--- src/rtl/drone_speed_ctrl.sv ---
// drone_speed_ctrl: sequences the 2-bit saturating speed-level counter.
// Arbitrates between manual up/down buttons, a remote load channel
// (req/ack), and an emergency request that ramps the level down to zero.
// Every output is a flop decoded from the current state, so each command
// appears one cycle after the state that issues it.
// Optional feature macro: DRONE_AUTOREPEAT_EN. When defined, a single button
// held in IDLE repeats its step every REPEAT_TICKS cycles.
module drone_speed_ctrl #(
  parameter int unsigned RAMP_TICKS   = 50000000,
  parameter int unsigned REPEAT_TICKS = 25000000,
  parameter int unsigned TIMER_W      = 26
) (
  input  logic       clock,
  input  logic       reset,
  input  logic       btn_up,
  input  logic       btn_down,
  input  logic       rem_req,
  input  logic [1:0] rem_val,
  output logic       rem_ack,
  input  logic       emerg,
  input  logic [1:0] cnt_q,
  output logic       cnt_clr_n,
  output logic       cnt_ld_n,
  output logic [1:0] cnt_d,
  output logic       cnt_enp,
  output logic       cnt_soma,
  output logic       cnt_sub,
  output logic       landing,
  output logic       landed
);

  typedef enum logic [3:0] {
    S_CLR, S_IDLE, S_STEP_UP, S_STEP_DN, S_LOAD, S_ACK, S_REL,
    S_RAMP_WAIT, S_RAMP_STEP, S_LANDED
  } state_e;

  localparam logic [TIMER_W-1:0] RAMP_RELOAD = TIMER_W'(RAMP_TICKS - 1);
`ifdef DRONE_AUTOREPEAT_EN
  localparam logic [TIMER_W-1:0] REPEAT_LAST = TIMER_W'(REPEAT_TICKS - 1);
`endif

  // Refuse to elaborate a timer too narrow for the configured tick counts.
  if ((RAMP_TICKS < 2) || (((RAMP_TICKS - 1) >> TIMER_W) != 0) ||
      (((REPEAT_TICKS - 1) >> TIMER_W) != 0)) begin : g_bad_timer_cfg
    $error("drone_speed_ctrl: RAMP_TICKS < 2 or TIMER_W too narrow");
  end

  state_e             state_q, state_d;
  logic [TIMER_W-1:0] timer_q, timer_d;
  logic               up_prev_q, up_prev_d, dn_prev_q, dn_prev_d;
  logic               clr_n_q, clr_n_d, ld_n_q, ld_n_d;
  logic               enp_q, enp_d, soma_q, soma_d, sub_q, sub_d;
  logic [1:0]         cd_q, cd_d;
  logic               ack_q, ack_d, landing_q, landing_d, landed_q, landed_d;
  logic               up_rise, dn_rise;

  assign up_rise = btn_up & ~up_prev_q;
  assign dn_rise = btn_down & ~dn_prev_q;

  // Next-state, timer and edge-register logic.
  always_comb begin
    state_d   = state_q;
    timer_d   = '0;
    up_prev_d = btn_up;
    dn_prev_d = btn_down;
    case (state_q)
      S_CLR: state_d = S_IDLE;
      S_IDLE: begin
        if (emerg) begin
          state_d = S_RAMP_WAIT;
          timer_d = RAMP_RELOAD;
        end else if (rem_req) begin
          state_d = S_LOAD;
        end else if (up_rise && !dn_rise) begin
          state_d = S_STEP_UP;
        end else if (dn_rise && !up_rise) begin
          state_d = S_STEP_DN;
        end
`ifdef DRONE_AUTOREPEAT_EN
        // Count only while exactly one button is held and nothing changed.
        else if ((btn_up ^ btn_down) && (btn_up == up_prev_q) &&
                 (btn_down == dn_prev_q)) begin
          if (timer_q == REPEAT_LAST) state_d = btn_up ? S_STEP_UP : S_STEP_DN;
          else                        timer_d = timer_q + 1'b1;
        end
`endif
      end
      S_STEP_UP, S_STEP_DN: state_d = S_IDLE;
      S_LOAD: state_d = S_ACK;
      S_ACK:  state_d = S_REL;
      S_REL: begin
        if (emerg) begin
          state_d = S_RAMP_WAIT;
          timer_d = RAMP_RELOAD;
        end else if (!rem_req) begin
          state_d = S_IDLE;
        end
      end
      S_RAMP_WAIT: begin
        if (timer_q == '0) state_d = (cnt_q == 2'b00) ? S_LANDED : S_RAMP_STEP;
        else               timer_d = timer_q - 1'b1;
      end
      S_RAMP_STEP: begin
        state_d = S_RAMP_WAIT;
        timer_d = RAMP_RELOAD;
      end
      S_LANDED: if (!emerg) state_d = S_CLR;
      default:  state_d = S_CLR;
    endcase
  end

  // Output decode of the current state, registered below.
  always_comb begin
    clr_n_d   = (state_q != S_CLR);
    ld_n_d    = (state_q != S_LOAD);
    cd_d      = (state_q == S_LOAD) ? rem_val : 2'b00;
    enp_d     = (state_q == S_STEP_UP) || (state_q == S_STEP_DN) ||
                (state_q == S_RAMP_STEP);
    soma_d    = (state_q == S_STEP_UP);
    sub_d     = (state_q == S_STEP_DN) || (state_q == S_RAMP_STEP);
    ack_d     = (state_q == S_ACK);
    landing_d = (state_q == S_RAMP_WAIT) || (state_q == S_RAMP_STEP);
    landed_d  = (state_q == S_LANDED);
  end

  // State, timer, edge and output flops with synchronous reset.
  always_ff @(posedge clock) begin
    if (reset) begin
      state_q   <= S_CLR;
      timer_q   <= '0;
      up_prev_q <= 1'b0;
      dn_prev_q <= 1'b0;
      clr_n_q   <= 1'b1;
      ld_n_q    <= 1'b1;
      cd_q      <= 2'b00;
      enp_q     <= 1'b0;
      soma_q    <= 1'b0;
      sub_q     <= 1'b0;
      ack_q     <= 1'b0;
      landing_q <= 1'b0;
      landed_q  <= 1'b0;
    end else begin
      state_q   <= state_d;
      timer_q   <= timer_d;
      up_prev_q <= up_prev_d;
      dn_prev_q <= dn_prev_d;
      clr_n_q   <= clr_n_d;
      ld_n_q    <= ld_n_d;
      cd_q      <= cd_d;
      enp_q     <= enp_d;
      soma_q    <= soma_d;
      sub_q     <= sub_d;
      ack_q     <= ack_d;
      landing_q <= landing_d;
      landed_q  <= landed_d;
    end
  end

  assign cnt_clr_n = clr_n_q;
  assign cnt_ld_n  = ld_n_q;
  assign cnt_d     = cd_q;
  assign cnt_enp   = enp_q;
  assign cnt_soma  = soma_q;
  assign cnt_sub   = sub_q;
  assign rem_ack   = ack_q;
  assign landing   = landing_q;
  assign landed    = landed_q;

endmodule

--- config.mk ---
export PLATFORM = sky130hd
export DESIGN_NAME = drone_speed_ctrl
export DESIGN_NICKNAME = d
export VERILOG_FILES = /design/src/rtl/drone_speed_ctrl.sv
export SDC_FILE = /design/constraint.sdc
export NUM_CORES = 1
export LEC_CHECK = 0
export CAP_MARGIN = 30
export CORE_UTILIZATION = 30
export CTS_BUF_LIST = sky130_fd_sc_hd__clkbuf_4 sky130_fd_sc_hd__clkbuf_8 sky130_fd_sc_hd__clkbuf_16
export DETAILED_ROUTE_END_ITERATION = 6
export MAX_ROUTING_LAYER = met4
export PLACE_DENSITY = 0.53
export SYNTH_ARGS = -nofsm -noshare
export SYNTH_HDL_FRONTEND = slang
export SYNTH_SLANG_ARGS = --single-unit
--- constraint.sdc ---
create_clock -name clock -period 4.6 [get_ports clock]
set_input_delay 0.69 -clock clock [delete_from_list [all_inputs] [get_ports clock]]
set_output_delay 0.69 -clock clock [all_outputs]
set_load 0.1 [all_outputs]
# Yosys cells after proc, flatten, opt, wreduce, memory -nomap -nowiden
# Cells that the tools add are included.
[classes]
n_lt_le_gt_ge = 0
bitwise_logic = 5
mul = 0
mux = 13
add_sub_neg = 1
shift = 0
eq_ne = 14
div = 0
reduce_logical = 16
[ops]
columns = ["op", "count"]
rows = [
  ["$pmux W26 S3", 1],
  ["$mux W26", 2],
  ["$mux W4", 8],
  ["$pmux W4 S8", 1],
  ["$logic_not A26 Y1", 1],
  ["$sub A26 B1 Y26 const B", 1],
  ["$eq A4 B3 Y1 const B", 4],
  ["$eq A4 B2 Y1 const B", 2],
  ["$eq A4 B4 Y1 const B", 2],
  ["$ne A5 B5 Y1 const B", 1],
  ["$eq A4 B1 Y1 const B", 1],
  ["$logic_not A4 Y1", 1],
  ["$logic_or A1 B1 Y1", 4],
  ["$ne A2 B2 Y1 const B", 2],
  ["$ne A4 B3 Y1 const B", 1],
  ["$reduce_and A4 Y1", 1],
  ["$reduce_bool A4 Y1", 1],
  ["$reduce_or A2 Y1", 2],
  ["$ne A3 B3 Y1 const B", 1],
  ["$not A1 Y1", 3],
  ["$reduce_or A3 Y1", 1],
  ["$and A1 B1 Y1", 2],
  ["$logic_and A1 B1 Y1", 2],
  ["$logic_not A1 Y1", 2],
  ["other kinds (2)", 2],
]
[totals]
latchBits = 0
in_bits = 10
romBits = 0
word_cells = 62
mem_count = 0
ram_bits = 0
register_bits = 42

# Longest topological paths before layout
# Gate-level depths: netlist of the first run.
[depth]
ltp_word = 9
ltp_mapped = 7

# Worst setup path before layout of the first run
# No wires, ideal clock.
[synth_timing]
kind = "register -> register"
startpoint = "register timer_q[0]"
endpoint = "register state_q[0]"
n_path_buf = 0
stages_incl_launch_ff = 8
t_required_ns = 4.470
setup_slack_ns = 2.653
t_arrival_ns = 1.817
cell_sequence = "dfxtp_1 inv_1 ha_1 or4b_2 nor4_2 a21oi_1 nor4_1 nor3_1"
[synth_via]
elab_chain_len = 3
[synth_rtl]
columns = ["item", "line_no", "text"]
rows = [
  ["from (decl)", "49", "logic [TIMER_W-1:0] timer_q, timer_d;"],
  ["from (signal assigned)", "144", "timer_q <= timer_d;"],
  ["$logic_not A26 Y1", "100", "if (timer_q == '0) state_d = (cnt_q == 2'b00) ? S_LANDED : S_RAMP_STEP;"],
  ["$ne A2 B2 Y1 (no source line)", "-", ""],
  ["$reduce_and A4 Y1 (no source line)", "-", ""],
  ["to (signal assigned)", "143", "state_q <= state_d;"],
  ["to (decl)", "48", "state_e state_q, state_d;"],
]
# Every way passes these cells.
# A chain may end at the register's enable or synchronous reset.

# Worst setup path after layout of the first run
[layout_timing]
startpoint = "register timer_q[0]"
endpoint = "register timer_q[23]"
[layout_via]
elab_chain_len = 3
elab_cells_between_ends = 4
[layout_rtl]
columns = ["item", "line_no", "text"]
rows = [
  ["$sub A26 B1 Y26 or $logic_not A26 Y1 (tied branches)", "101, 100", ""],
  ["$mux W26 (*)", "100", ""],
  ["$pmux W26 S3 (*)", "66", "case (state_q)"],
]
# Every way passes the cells marked *; elsewhere a longest branch is shown, timed or not.

==> results.ini, run 1 <==
[critical_path]
r2r-start = timer_q[0]
reg2regPathDepth = 7
arrival_ns = 2.69
cp.required_ns = 4.76
reg2reg_to = timer_q[23]
rrSetupSlack_ns = 2.07
worstSetupStartpointType = flop
end_kind = flop
cp_max_fo = 22
path_class = reg -> reg

[placement]
dpl.hpwl_mm = 2.694
io_buffers = 19
post_dp_cell_area_mm2 = 0.002223
dpl_worst_slack_ns = 1.975
gp_congestion = 0.7696

[routing]
vias_per_cell = 4.950
firstDrtPassIters = 4
drt-wirelength-per-cell_um = 12.26
dr_total_vias = 1589
ant_nets = 0
drcViolationCount = 0
drt_wl_total_mm = 3.935
first_iter_violations = 96

[power_and_ir_drop]
total_leakage_power_nw = 0.9009
ir_drop_v = 0.0001411
powerDensity_mw_per_mm2 = 423.5
finalPower_mw = 0.9899

[sta]
period_share_pct = 55.08
slew_viol_final = 0
fin_worst_skew_ns = 0.008211
relSlewSlack_pct = 35.00
fmaxAchievable_mhz = 394.7
rsz0062_at_grt = false
period_minus_slack_ns = 2.534
hold_viol = 0
finalSetupViolCount = 0
fin_ws_ns = 2.066
worstMarginPinSlew_ns = 0.9720
tns_ns = 0

[finish]
final_area_mm2 = 0.002337
final_cell_mix = 42 x dfxtp_1, 24 x nor2_1, 20 x o21ai_0
drive_gt1_share_pct = 9.836
nets = 256
final_common_cell = dfxtp_1
area_growth_pct = 17.93
fin_util_pct = 36.81
antenna_cells = 0

[global_route]
overflow = 0
grt_pass1_wl_mm = 6.865
grt_max_degree = 23
grt_usage_pct = 12.35
antenna_found_initial = 0
grt_pass1_vias = 1499

[floorplan]
core_mm2 = 0.006350
dieWidth_um = 83.28
start_util_pct = 31.21
boundaryPins = 20
placementRows = 29
die_height_um = 83.28
die_area_mm2 = 0.006936

[synthesis]
ys_ff_latch = 42
synth_fp_nets = 241
async_flop_share_pct = 0
syn_area_mm2 = 0.001982
synth_seq_area_share_pct = 42.42
synth_edf_count = 0
yosysWarnings = 0
avgSynthCellArea_um2 = 8.693
ys.flop_type = dfxtp_1
synth.distinct_cells = 44
netlist_instances = 228

[clock_tree]
numCtsBuffers = 5
clock_sinks = 42
cts_resized = 0
h-tree-depth = 2
insertion_delay_ns = 0.29
clock_path_buffers = 2
cts_root_buf = clkbuf_8
cts.clk_slew.worst_paths_ns = 0.08
tritoncts = built
holdBufCountCts = 0
post_cts_buffers = 0

[min_path]
min_path_type = reg -> reg
hold_path_depth = 2
min-delay-start = timer_q[24]
holdPathEnd = timer_q[24]

[outcome]
status = finished clean

[run]
cap_violations = 0

==> cells by family (layout without fill, tap and decap cells) <==
| logic type | after synthesis | count (layout) | synth area share, % |
|---|---|---|---|
| adder cells (fa/ha/maj) | 3 | 3 | 1.894 |
| AO/OA/AOI/OAI | 47 | 47 | 13.89 |
| AND/OR/NAND/NOR | 101 | 101 | 30.43 |
| flip-flops | 42 | 42 | 42.42 |
| XOR/XNOR | 18 | 18 | 7.954 |
| buffers and inverters | 17 | 33 | 3.409 |
==> state kept, by name (all words and copies together) (netlist names) <==
signal / flops
cnt_clr_n: 1
cnt_d: 2
cnt_enp: 1
cnt_ld_n: 1
cnt_soma: 1
cnt_sub: 1
dn_prev_q: 1
landed: 1
landing: 1
rem_ack: 1
state_q: 4
timer_q: 26
up_prev_q: 1
==> worst max path at each step <==
stage,startpoint,end,cells after the start
global route,timer_q[0],timer_q[21],7
detailed placement,reset,timer_q[23],5
CTS,timer_q[0],timer_q[23],7
floorplan,timer_q[0],state_q[0],7
global placement,reset,timer_q[21],5
finish,timer_q[0],timer_q[23],7
==> routing by layer <==
metal | GRT usage [%] | up-vias | share of wire, % | routed length, um
met1 | 16.51 | 733 | 53 | 2101
met5 | - | - | 0 | 0
met3 | 2.187 | 6 | 2.3 | 90
met4 | 4.702 | 0 | 1.7 | 67
met2 | 18.55 | 15 | 43 | 1677
li1 | - | 835 | - | -
==> area by class of cell <==
cell class                 count  area, um2
multi-input combinational    169       1074
clock inverter                 1      30.03
inverter                       6      22.52
clock buffer                   7      83.83
timing repair buffer          19      190.2
tap                           77      96.34
sequential                    42      840.8
fill                         644       4013
==> stage by stage <==
stage | instances | hold slack, ns
floorplan | 228 | 0.4350
global placement | 313 | 0.4614
detailed placement | 313 | 0.4626
CTS | 321 | 0.4727
global route | 321 | 0.4916
finish | 321 | 0.4706
==> report_power, final <==
part	internal [mW]	leakage (nW)	switching, mW	total (mW)
registers	0.386	0.342	0.0267	0.412
clock network	0.174	0.0593	0.123	0.297
logic	0.122	0.500	0.159	0.280
total	0.681	0.901	0.308	0.990
==> synth_stat cells, drive strengths merged, types with 2 or more instances <==
cell     n  area, um2
dfxtp   42      840.8
nor2    24      90.09
o21ai   20      100.1
nor3    12      65.06
a21oi   11      55.05
xnor2   11      96.34
clkbuf   9      35.03
nand2    9      36.29
nor2b    8      50.05
nor4     8      77.57
or4      7      60.06
xor2     7      61.31
inv      6      22.52
nand3    6      30.03
or2      6      37.54
a21o     4      30.03
nand3b   4      30.03
a31oi    3      18.77
and2     3      18.77
ha       3      37.54
o31ai    3      22.52
or3      3      18.77
buf      2      10.01
nor3b    2      15.01
or3b     2      17.52
==> critical path, cell delays in order (launching register included) <==
cell and delay [ns]:
dfxtp_1 0.33, inv_1 0.08, ha_1 0.17, or4b_2 0.60, nor4_2 0.31, a21o_1 0.62
and2_1 0.24, a31oi_1 0.04
Power figures use the tool's default switching activity.
==> inputs of run 2 (changes only) <==
Settings changed: PLACE_DENSITY 0.53 to 0.55.
Clock period 4.6 ns to 2.19 ns, I/O delays scaled along.
==> results.ini, run 2 (synthesis gave the netlist of run 1 again) <==
[outcome]
status = finished clean

[sta]
period_minus_slack_ns = 2.068
relSlewSlack_pct = 69.58
fmaxAchievable_mhz = 483.6
finalSetupViolCount = 0
worstMarginPinSlew_ns = 0.4556
rsz0062_at_grt = true
period_share_pct = 94.43
tns_ns = 0
fin_worst_skew_ns = 0.006231
slew_viol_final = 0
hold_viol = 0

[finish]
final_common_cell = dfxtp_1
fin_util_pct = 38.84
drive_gt1_share_pct = 21.92
area_growth_pct = 24.43
nets = 273
num-fill-cells = 653
antenna_cells = 0
largest_register_ff_count = 26
largest_register = timer_q
final_cell_mix = 40 x dfxtp_1, 27 x buf_4, 24 x nor2_1

[critical_path]
cp_slowest_stage_delay_ns = 0.48
cpMaxStageDelayCell = or4b_4
path_class = reg -> reg
path_cells = inv_2 > ha_2 > or4b_4 > nor4_4 > a21o_1 > buf_4 > o21ai_0
cp_max_fo = 13
arrival_ns = 2.24
end_kind = flop
worstSetupStartpointType = flop
cp.required_ns = 2.36
worst-path-buf-inv = 2
crit_family = simple AND/OR/NAND/NOR gates

[clock_tree]
cts_root_buf = clkbuf_8
tritoncts = built
cts.clk_slew.worst_paths_ns = 0.08
clock_sinks = 42
clock_path_buffers = 2
insertion_delay_ns = 0.29
numCtsBuffers = 5
h-tree-depth = 2

[power_and_ir_drop]
powerDensity_mw_per_mm2 = 876.1
p_switching_mw = 0.6665
ir_drop_v = 0.0002562
total_leakage_power_nw = 0.9997
power_frac_comb_pct = 31.1
switching_share_pct = 30.85
seq_power_share_pct = 40.0
p_clk_share_pct = 28.8
internal_power_mw = 1.494

[routing]
drt-wirelength-per-cell_um = 11.72
drt_wl_total_mm = 3.951
dr_total_vias = 1626
drcViolationCount = 0
firstDrtPassIters = 4
first_iter_violations = 88
ant_nets = 0
vias_per_cell = 4.825

[placement]
dpl.hpwl_mm = 2.867
io_buffers = 19
gp_congestion = 0.7840

[global_route]
grt_usage_pct = 12.05
grt_max_degree = 19
antenna_found_initial = 0
grt_pass1_wl_mm = 6.665
overflow = 0
grt_pass1_vias = 1503

[run]
cap_violations = 0

[floorplan]
start_util_pct = 31.21
die_area_mm2 = 0.006936
boundaryPins = 20
placementRows = 29
dieWidth_um = 83.28
die_height_um = 83.28
core_mm2 = 0.006350

[min_path]
min_path_type = reg -> reg

run 2: worst paths after layout:
path / depth (start not counted) / start / slack [ns] / endpoint
max: 7 / timer_q[0] / 0.12 / timer_q[5]
min: 1 / timer_q[16] / 0.47 / timer_q[16]
max reg2reg: 7 / timer_q[0] / 0.12 / timer_q[5]
min reg2reg: 1 / timer_q[16] / 0.47 / timer_q[16]
run 2: layout make-up:
cell class	count	area, um2	area share [%]
Clock buffer	6	82.58	3.349
Tap cell	77	96.34	3.907
Sequential cell	42	843.3	34.20
Multi-Input combinational cell	169	1099	44.55
Inverter	6	22.52	0.9132
Timing Repair Buffer	36	292.8	11.87
Clock inverter	1	30.03	1.218
run 2: power groups by stage:
stage	Clock, mW	Combinational [mW]	Sequential, mW
after floorplan	0	0.434	0.923
after global placement	0	0.643	0.881
after detailed placement	0	0.641	0.881
after CTS	0.644	0.656	0.863
after global routing	0.680	0.747	0.873
final	0.623	0.673	0.865
run 2: what timing repair did:
item                       4_1_cts  5_1_grt
buffers inserted                 0        2
setup endpoints to repair        1       16
pin swaps                        1        4
resized for setup                1        8
hold buffers                     0        0
run 2: worst register-to-register path, delay by kind of cell, from the launching register on:
family	cells	cell delay, ns
flops	1	0.34
buf+inv	2	0.28
compound gates	2	0.37
fa+ha+maj	1	0.18
simple gates	2	0.80
run 2: per-layer routing:
layer | up-vias | share of wire (%) | track usage, %
met5 | - | 0 | -
met4 | 0 | 1.4 | 4.702
met3 | 5 | 1.8 | 2.087
met2 | 15 | 46 | 19.08
met1 | 737 | 50 | 15.31
li1 | 869 | - | -
run 2: stage by stage:
step	instance area [um2]	std cells	hold WS, ns	total power, mW	setup slack (ns)
floorplan	1982	228	0.4350	1.357	0.2427
global placement	2311	328	0.4591	1.523	-0.01383
detailed placement	2311	328	0.4572	1.522	-0.01153
CTS	2432	335	0.4750	2.163	0.02817
global route	2466	337	0.5057	2.300	-0.01325
finish	2466	337	0.4677	2.160	0.1220
